File: config.mk
export PLATFORM = sky130hd
export DESIGN_NAME = delay_line_manager
export DESIGN_NICKNAME = d
export VERILOG_FILES = /design/src/rtl/delay_line_manager.sv
export SDC_FILE = /design/constraint.sdc
export NUM_CORES = 2
export LEC_CHECK = 0
export BUFFER_PORTS_ARGS = -buffer_cell sky130_fd_sc_hd__buf_2
export CAP_MARGIN = 10
export CORE_MARGIN = 2
export CORE_UTILIZATION = 35
export DETAILED_ROUTE_END_ITERATION = 16
export GPL_ROUTABILITY_DRIVEN = 0
export PLACE_DENSITY_LB_ADDON = 0.25
export SYNTH_ARGS = -nofsm -noshare
export SYNTH_HDL_FRONTEND = slang
export SYNTH_SLANG_ARGS = --single-unit
File: constraint.sdc
create_clock -name clk -period 15.7 [get_ports clk]
set_input_delay 3.925 -clock clk [delete_from_list [all_inputs] [get_ports clk]]
set_output_delay 3.925 -clock clk [all_outputs]
set_load 0.05 [all_outputs]
File: src/rtl/delay_line_manager.sv
// Recirculating delay-line memory manager: pulse-slot timing, zero-latency recirculation,
// queued word replacement, golden-copy checking and a report FIFO for the message layer.
module delay_line_manager #(
  parameter int DATA_WIDTH    = 16,
  parameter int ADDR_WIDTH    = 6,
  parameter int PW_WIDTH      = 8,
  parameter int GAP_WIDTH     = 8,
  parameter int REPORT_DEPTH  = 4,
  parameter int ERR_CNT_WIDTH = 16
) (
  input  logic                     clk,
  input  logic                     n_reset,
  input  logic                     run,
  input  logic                     in,
  output logic                     out,
  input  logic [ADDR_WIDTH-1:0]    no_nums,
  input  logic [PW_WIDTH-1:0]      pulse_width,
  input  logic [GAP_WIDTH-1:0]     pulse_gap,
  input  logic                     test_mode,
  input  logic [ADDR_WIDTH-1:0]    rep_addr,
  input  logic [DATA_WIDTH-1:0]    rep_data,
  input  logic                     rep_valid,
  output logic                     rep_ready,
  output logic [ADDR_WIDTH-1:0]    rpt_addr,
  output logic [DATA_WIDTH-1:0]    rpt_data,
  output logic                     rpt_replaced,
  output logic                     rpt_valid,
  input  logic                     rpt_ready,
  output logic                     rpt_overrun,
  output logic [ERR_CNT_WIDTH-1:0] err_count,
  output logic [ADDR_WIDTH-1:0]    word_addr
);

  localparam int NW = 1 << ADDR_WIDTH;
  localparam int CW = ((PW_WIDTH > GAP_WIDTH) ? PW_WIDTH : GAP_WIDTH) + 1;
  localparam int BW = (DATA_WIDTH > 1) ? $clog2(DATA_WIDTH) : 1;
  localparam int FW = $clog2(REPORT_DEPTH);
  localparam int EW = ADDR_WIDTH + DATA_WIDTH + 1;

  logic [CW-1:0]         ctr_r, period_s, sample_pt_s;
  logic [BW-1:0]         bit_r;
  logic [ADDR_WIDTH-1:0] word_r, next_word_s;
  logic [ADDR_WIDTH:0]   n_words_s;
  logic                  active_s, slot_end_s, pulse_s, sample_s, last_bit_s, load_s, accept_s;
  logic [NW-1:0]         pending_r, gvalid_r;
  logic [DATA_WIDTH-1:0] repl_mem [NW];
  logic [DATA_WIDTH-1:0] golden_mem [NW];
  logic [DATA_WIDTH-1:0] tx_r, rx_r, sample_word_s;
  logic                  replacing_r, mismatch_s, push_s, pop_s, full_s, push_ok_s;
  logic [EW-1:0]         fifo_mem [REPORT_DEPTH];
  logic [FW-1:0]         wr_ptr_r, rd_ptr_r;
  logic [FW:0]           count_r;
  logic [ERR_CNT_WIDTH-1:0] err_r;
  logic                  overrun_r;

  // Slot decode, word wrap and report/replacement handshakes
  always_comb begin
    period_s    = CW'(pulse_gap) + CW'(pulse_width);
    sample_pt_s = CW'(pulse_gap) + CW'(pulse_width >> 1);
    active_s    = run & (pulse_width != {PW_WIDTH{1'b0}});
    slot_end_s  = active_s & (ctr_r >= period_s - CW'(1));
    pulse_s     = active_s & (ctr_r >= CW'(pulse_gap));
    sample_s    = active_s & (ctr_r == sample_pt_s);
    last_bit_s  = (bit_r == BW'(DATA_WIDTH - 1));
    load_s      = slot_end_s & last_bit_s;
    n_words_s   = (no_nums == {ADDR_WIDTH{1'b0}}) ? (ADDR_WIDTH+1)'(NW) : {1'b0, no_nums};
    // ">=" rather than "==" so a shrinking no_nums pulls the counter back at the next wrap check
    next_word_s = ({1'b0, word_r} >= n_words_s - (ADDR_WIDTH+1)'(1)) ?
                  {ADDR_WIDTH{1'b0}} : word_r + ADDR_WIDTH'(1);
    // With pulse_width 1 the sample point is the slot end, so fold in the live sample
    sample_word_s = sample_s ? {rx_r[DATA_WIDTH-2:0], in} : rx_r;
    mismatch_s  = load_s & test_mode & gvalid_r[word_r] & (sample_word_s != golden_mem[word_r]);
    push_s      = load_s & (mismatch_s | replacing_r);
    pop_s       = rpt_ready & (count_r != {(FW+1){1'b0}});
    full_s      = (count_r == (FW+1)'(REPORT_DEPTH));
    push_ok_s   = push_s & (~full_s | pop_s);
    accept_s    = rep_valid & ~load_s;
  end

  assign rep_ready   = ~load_s;
  assign out         = pulse_s & (replacing_r ? tx_r[DATA_WIDTH-1] : in);
  assign word_addr   = word_r;
  assign rpt_valid   = (count_r != {(FW+1){1'b0}});
  assign {rpt_addr, rpt_data, rpt_replaced} = fifo_mem[rd_ptr_r];
  assign rpt_overrun = overrun_r;
  assign err_count   = err_r;

  // Slot, bit and word counters
  always_ff @(posedge clk or negedge n_reset) begin
    if (!n_reset) begin
      ctr_r  <= {CW{1'b0}};
      bit_r  <= {BW{1'b0}};
      word_r <= {ADDR_WIDTH{1'b0}};
    end else if (!run || pulse_width == {PW_WIDTH{1'b0}}) begin
      ctr_r  <= {CW{1'b0}};
      bit_r  <= run ? bit_r : {BW{1'b0}};
      word_r <= run ? word_r : {ADDR_WIDTH{1'b0}};
    end else if (slot_end_s) begin
      ctr_r  <= {CW{1'b0}};
      bit_r  <= last_bit_s ? {BW{1'b0}} : bit_r + BW'(1);
      word_r <= last_bit_s ? next_word_s : word_r;
    end else begin
      ctr_r  <= ctr_r + CW'(1);
    end
  end

  // Pending/golden flags, line shift registers and mismatch counter
  always_ff @(posedge clk or negedge n_reset) begin
    if (!n_reset) begin
      pending_r   <= {NW{1'b0}};
      gvalid_r    <= {NW{1'b0}};
      replacing_r <= 1'b0;
      tx_r        <= {DATA_WIDTH{1'b0}};
      rx_r        <= {DATA_WIDTH{1'b0}};
      err_r       <= {ERR_CNT_WIDTH{1'b0}};
    end else if (!run) begin
      pending_r   <= {NW{1'b0}};
      gvalid_r    <= {NW{1'b0}};
      replacing_r <= 1'b0;
      tx_r        <= {DATA_WIDTH{1'b0}};
      rx_r        <= {DATA_WIDTH{1'b0}};
      err_r       <= {ERR_CNT_WIDTH{1'b0}};
    end else begin
      if (accept_s) begin
        pending_r[rep_addr] <= 1'b1;
        gvalid_r[rep_addr]  <= 1'b1;
      end
      if (load_s) begin
        replacing_r <= pending_r[next_word_s];
        pending_r[next_word_s] <= 1'b0;
        tx_r <= pending_r[next_word_s] ? repl_mem[next_word_s] : tx_r;
      end else if (slot_end_s) begin
        tx_r <= {tx_r[DATA_WIDTH-2:0], 1'b0};
      end
      if (sample_s) begin
        rx_r <= {rx_r[DATA_WIDTH-2:0], in};
      end
      if (mismatch_s && err_r != {ERR_CNT_WIDTH{1'b1}}) begin
        err_r <= err_r + ERR_CNT_WIDTH'(1);
      end
    end
  end

  // Replacement, golden and report storage (not cleared by reset)
  always_ff @(posedge clk) begin
    if (accept_s) begin
      repl_mem[rep_addr]   <= rep_data;
      golden_mem[rep_addr] <= rep_data;
    end
    if (run && push_ok_s) begin
      fifo_mem[wr_ptr_r] <= {word_r, sample_word_s, replacing_r};
    end
  end

  // Report FIFO pointers, occupancy and sticky overrun
  always_ff @(posedge clk or negedge n_reset) begin
    if (!n_reset) begin
      wr_ptr_r  <= {FW{1'b0}};
      rd_ptr_r  <= {FW{1'b0}};
      count_r   <= {(FW+1){1'b0}};
      overrun_r <= 1'b0;
    end else if (!run) begin
      wr_ptr_r  <= {FW{1'b0}};
      rd_ptr_r  <= {FW{1'b0}};
      count_r   <= {(FW+1){1'b0}};
      overrun_r <= 1'b0;
    end else begin
      wr_ptr_r <= push_ok_s ? wr_ptr_r + FW'(1) : wr_ptr_r;
      rd_ptr_r <= pop_s ? rd_ptr_r + FW'(1) : rd_ptr_r;
      case ({push_ok_s, pop_s})
        2'b10:   count_r <= count_r + (FW+1)'(1);
        2'b01:   count_r <= count_r - (FW+1)'(1);
        default: count_r <= count_r;
      endcase
      if (push_s && !push_ok_s) begin
        overrun_r <= 1'b1;
      end
    end
  end

endmodule

==> flow_summary.toml <==
[status]
outcome = "completed"

[floorplan]
die_height_um = 427
ios = 100
std_cell_rows = 155
die_w_um = 427
core_area_mm2 = 0.178
dieArea_mm2 = 0.182
initial_utilization_pct = 35.2

[critical_path]
startpoint_type = "input pin"
critPathKind = "input pin to primary output"
crit_fanout = 20
cp-end-kind = "primary output"
crit_arrival_ns = 7.99
cp.required_ns = 11.77

[timing]
period_share_pct = 75.9
hold_violations = 0
setup_viol = 0
fin_hold_ws_ns = 0.488
slew_headroom_pct = 8.83
layout_min_cycle_time_ns = 11.91
fmax_mhz = 84.0
slew_violations = 0
fin_tns_setup_ns = 0
fin_ws_ns = 3.79
tightest_slew_ns = 1.33
rsz0062_at_grt = "no"
fin_worst_skew_ns = 0.0510

[synthesis]
synth_nets = 4246
synth_flop_cell = "edfxtp_1"
avgSynthCellArea_um2 = 15.1
ys_warn_count = 0
syn_inst = 4137
synthArstFlopShare_pct = 15.5
ys_seq_area_share_pct = 61.7
synth-edff-count = 1116
synth-seq-cells = 1320
synth.cell_area_mm2 = 0.0626
yosysUniqueCellTypes = 92

[route]
routedWlPerCell_um = 34.2
via_count = 42300
drtIter0Drc = 6247
drt-total-wl_um = 231000
drc = 0
vias_per_cell = 6.26
postRouteAntennaNets = 0
dr.pass1.iters = 6

[worst_hold_path]
hp-class = "register to register"

[finish]
final_common_cell = "edfxtp_1"
layout-drive-gt1-share_pct = 25.1
fill_cells = 16300
seqCellArea_mm2 = 0.0386
multi_input_area_mm2 = 0.0227
layout.nets = 4375
final_cell_mix = "edfxtp_1 (1116), mux4_2 (391), nand2_1 (337), nor2_1 (256), dfrtp_1 (199)"
syn2layout_area_growth_pct = 14.2

[global_routing]
grt_pass1_wl_um = 322000
grtUsageTotal_pct = 25.1
antenna_found_initial = 19
grt_pass1_vias = 41000
grt_max_degree = 107
grt_overflow = 0

[power_and_ir_drop]
leakagePower_nw = 24.1
p_per_area_mw_per_mm2 = 130
max-vdd-ir-drop_v = 0.000128

[place]
dp_hpwl_um = 139000
numPortBuffers = 99
place_ws_ns = 3.85

[clock_tree]
cts.repair.resized = 0
clock-root-buffer = "clkbuf_16"
postCtsSetupRepairBufs = 0
clk_latency_ns = 0.83
numCtsBuffers = 151
cts_sinks = 1320
clkSlewWorstSetupHoldPaths_ns = 0.06
cts_tree = "done"
clock_path_buffers = 3
postCtsHoldBufs = 0
htreeDepth = 4

[run]
drv_cap = 0
## through the flow
step                      power, W  cells  util, %  area (um^2)
after floorplan            0.00500   4137        -        62600
after global placement     0.00569   6466     37.3        66400
after detailed placement   0.00569   6466     37.3        66400
after CTS                  0.00930   6744     40.1        71500
after global routing       0.00953   6749     40.2        71500
final                      0.00928   6752     40.2        71500
## flip-flops by register name, summed over array words and instances, names as in the netlist, 16 cells and up
| signal | flops |
|---|---|
| fifo_mem | 92 |
| tx_r | 16 |
| golden_mem | 32 |
| gvalid_r | 64 |
| repl_mem | 992 |
| pending_r | 64 |
| err_count | 16 |
| rx_r | 16 |
## synthesized netlist by cell type, types with 19 or more instances
library cell  count  area, um^2
a22oi_1          27         203
o21a_1           25         188
nand3_1          97         485
nor2_1          324        1220
buf_2            83         415
inv_1            75         282
o21ai_0          67         335
mux2i_1         180        1800
and3_1           25         156
xor2_1           19         166
mux4_2          391        8810
o221ai_1         66         578
xnor2_1          25         219
clkbuf_1        142         533
nor3_1           27         135
a31oi_1          30         188
a2111oi_0        33         289
edfxtp_1       1116       33500
a32o_1           36         360
buf_1            34         128
o221a_2          64         721
dfrtp_1         204        5100
ha_1             55         688
nand2_1         338        1270
a221oi_1         41         359
nand4_1          34         213
a21oi_1         157         786
o22ai_1          77         482
nand2b_1         21         131
## cell type report
type                       count  share of cell area (%)
inverter                      76                   0.401
clock inverter                84                    1.39
sequential                  1320                    54.0
antenna                        6                  0.0210
tap                         2355                    4.12
timing repair buffer         266                    2.61
multi-input combinational   2451                    31.7
clock buffer                 194                    5.72
## final timing paths
path,start,end,slack [ns],depth (start not counted)
max,pulse_width[2],rep_ready,3.79,19
min,gvalid_r[29],gvalid_r[29],0.49,1
max reg2reg,word_addr[1],count_r[2],7.97,15
min reg2reg,gvalid_r[29],gvalid_r[29],0.49,1
max in group asynchronous,n_reset,gvalid_r[30],10.31,3
min in group asynchronous,n_reset,err_count[6],3.16,1
## cell families (layout without fill, tap and decap cells)
family                   count (synthesis)  in the layout  share of synthesized area, %
other                                    0              6                             0
XOR/XNOR                                44             44                         0.615
multiplexers                           595            595                          17.4
AND/OR/NAND/NOR                        963            963                          6.95
flip-flops                            1320           1320                          61.7
adder cells (fa/ha/maj)                 58             58                          1.19
buffers and inverters                  366            620                          2.72
AO/OA/AOI/OAI                          791            791                          9.43
## critical path: stages
cell	delay, ns
buf_2	0.11
inv_1	0.07
ha_1	0.33
inv_1	0.06
ha_1	0.27
a21o_1	0.18
a21oi_1	0.22
o21bai_1	0.09
a21oi_1	0.22
o21bai_1	0.09
a21oi_1	0.17
xor2_1	0.09
ha_1	0.20
nor3_1	0.17
o21ai_0	0.22
and3_1	0.23
buf_4	0.24
inv_1	0.59
buf_2	0.48
## report_power, final
part / switching (W) / total [W] / leakage (nW) / internal (W)
combinational: 0.00120 / 0.00180 / 8.68 / 0.000600
clock: 0.00154 / 0.00362 / 2.47 / 0.00208
sequential: 0.0000296 / 0.00385 / 12.9 / 0.00382
## per-layer routing
metal	global-route usage [%]	part of all wire, %	vias up
met5	0	0.024	-
met4	11.5	5.1	8
met3	6.00	11	526
met2	38.7	45	2570
met1	33.4	39	22100
li1	-	-	17000
(Power assumes the default switching activity.)
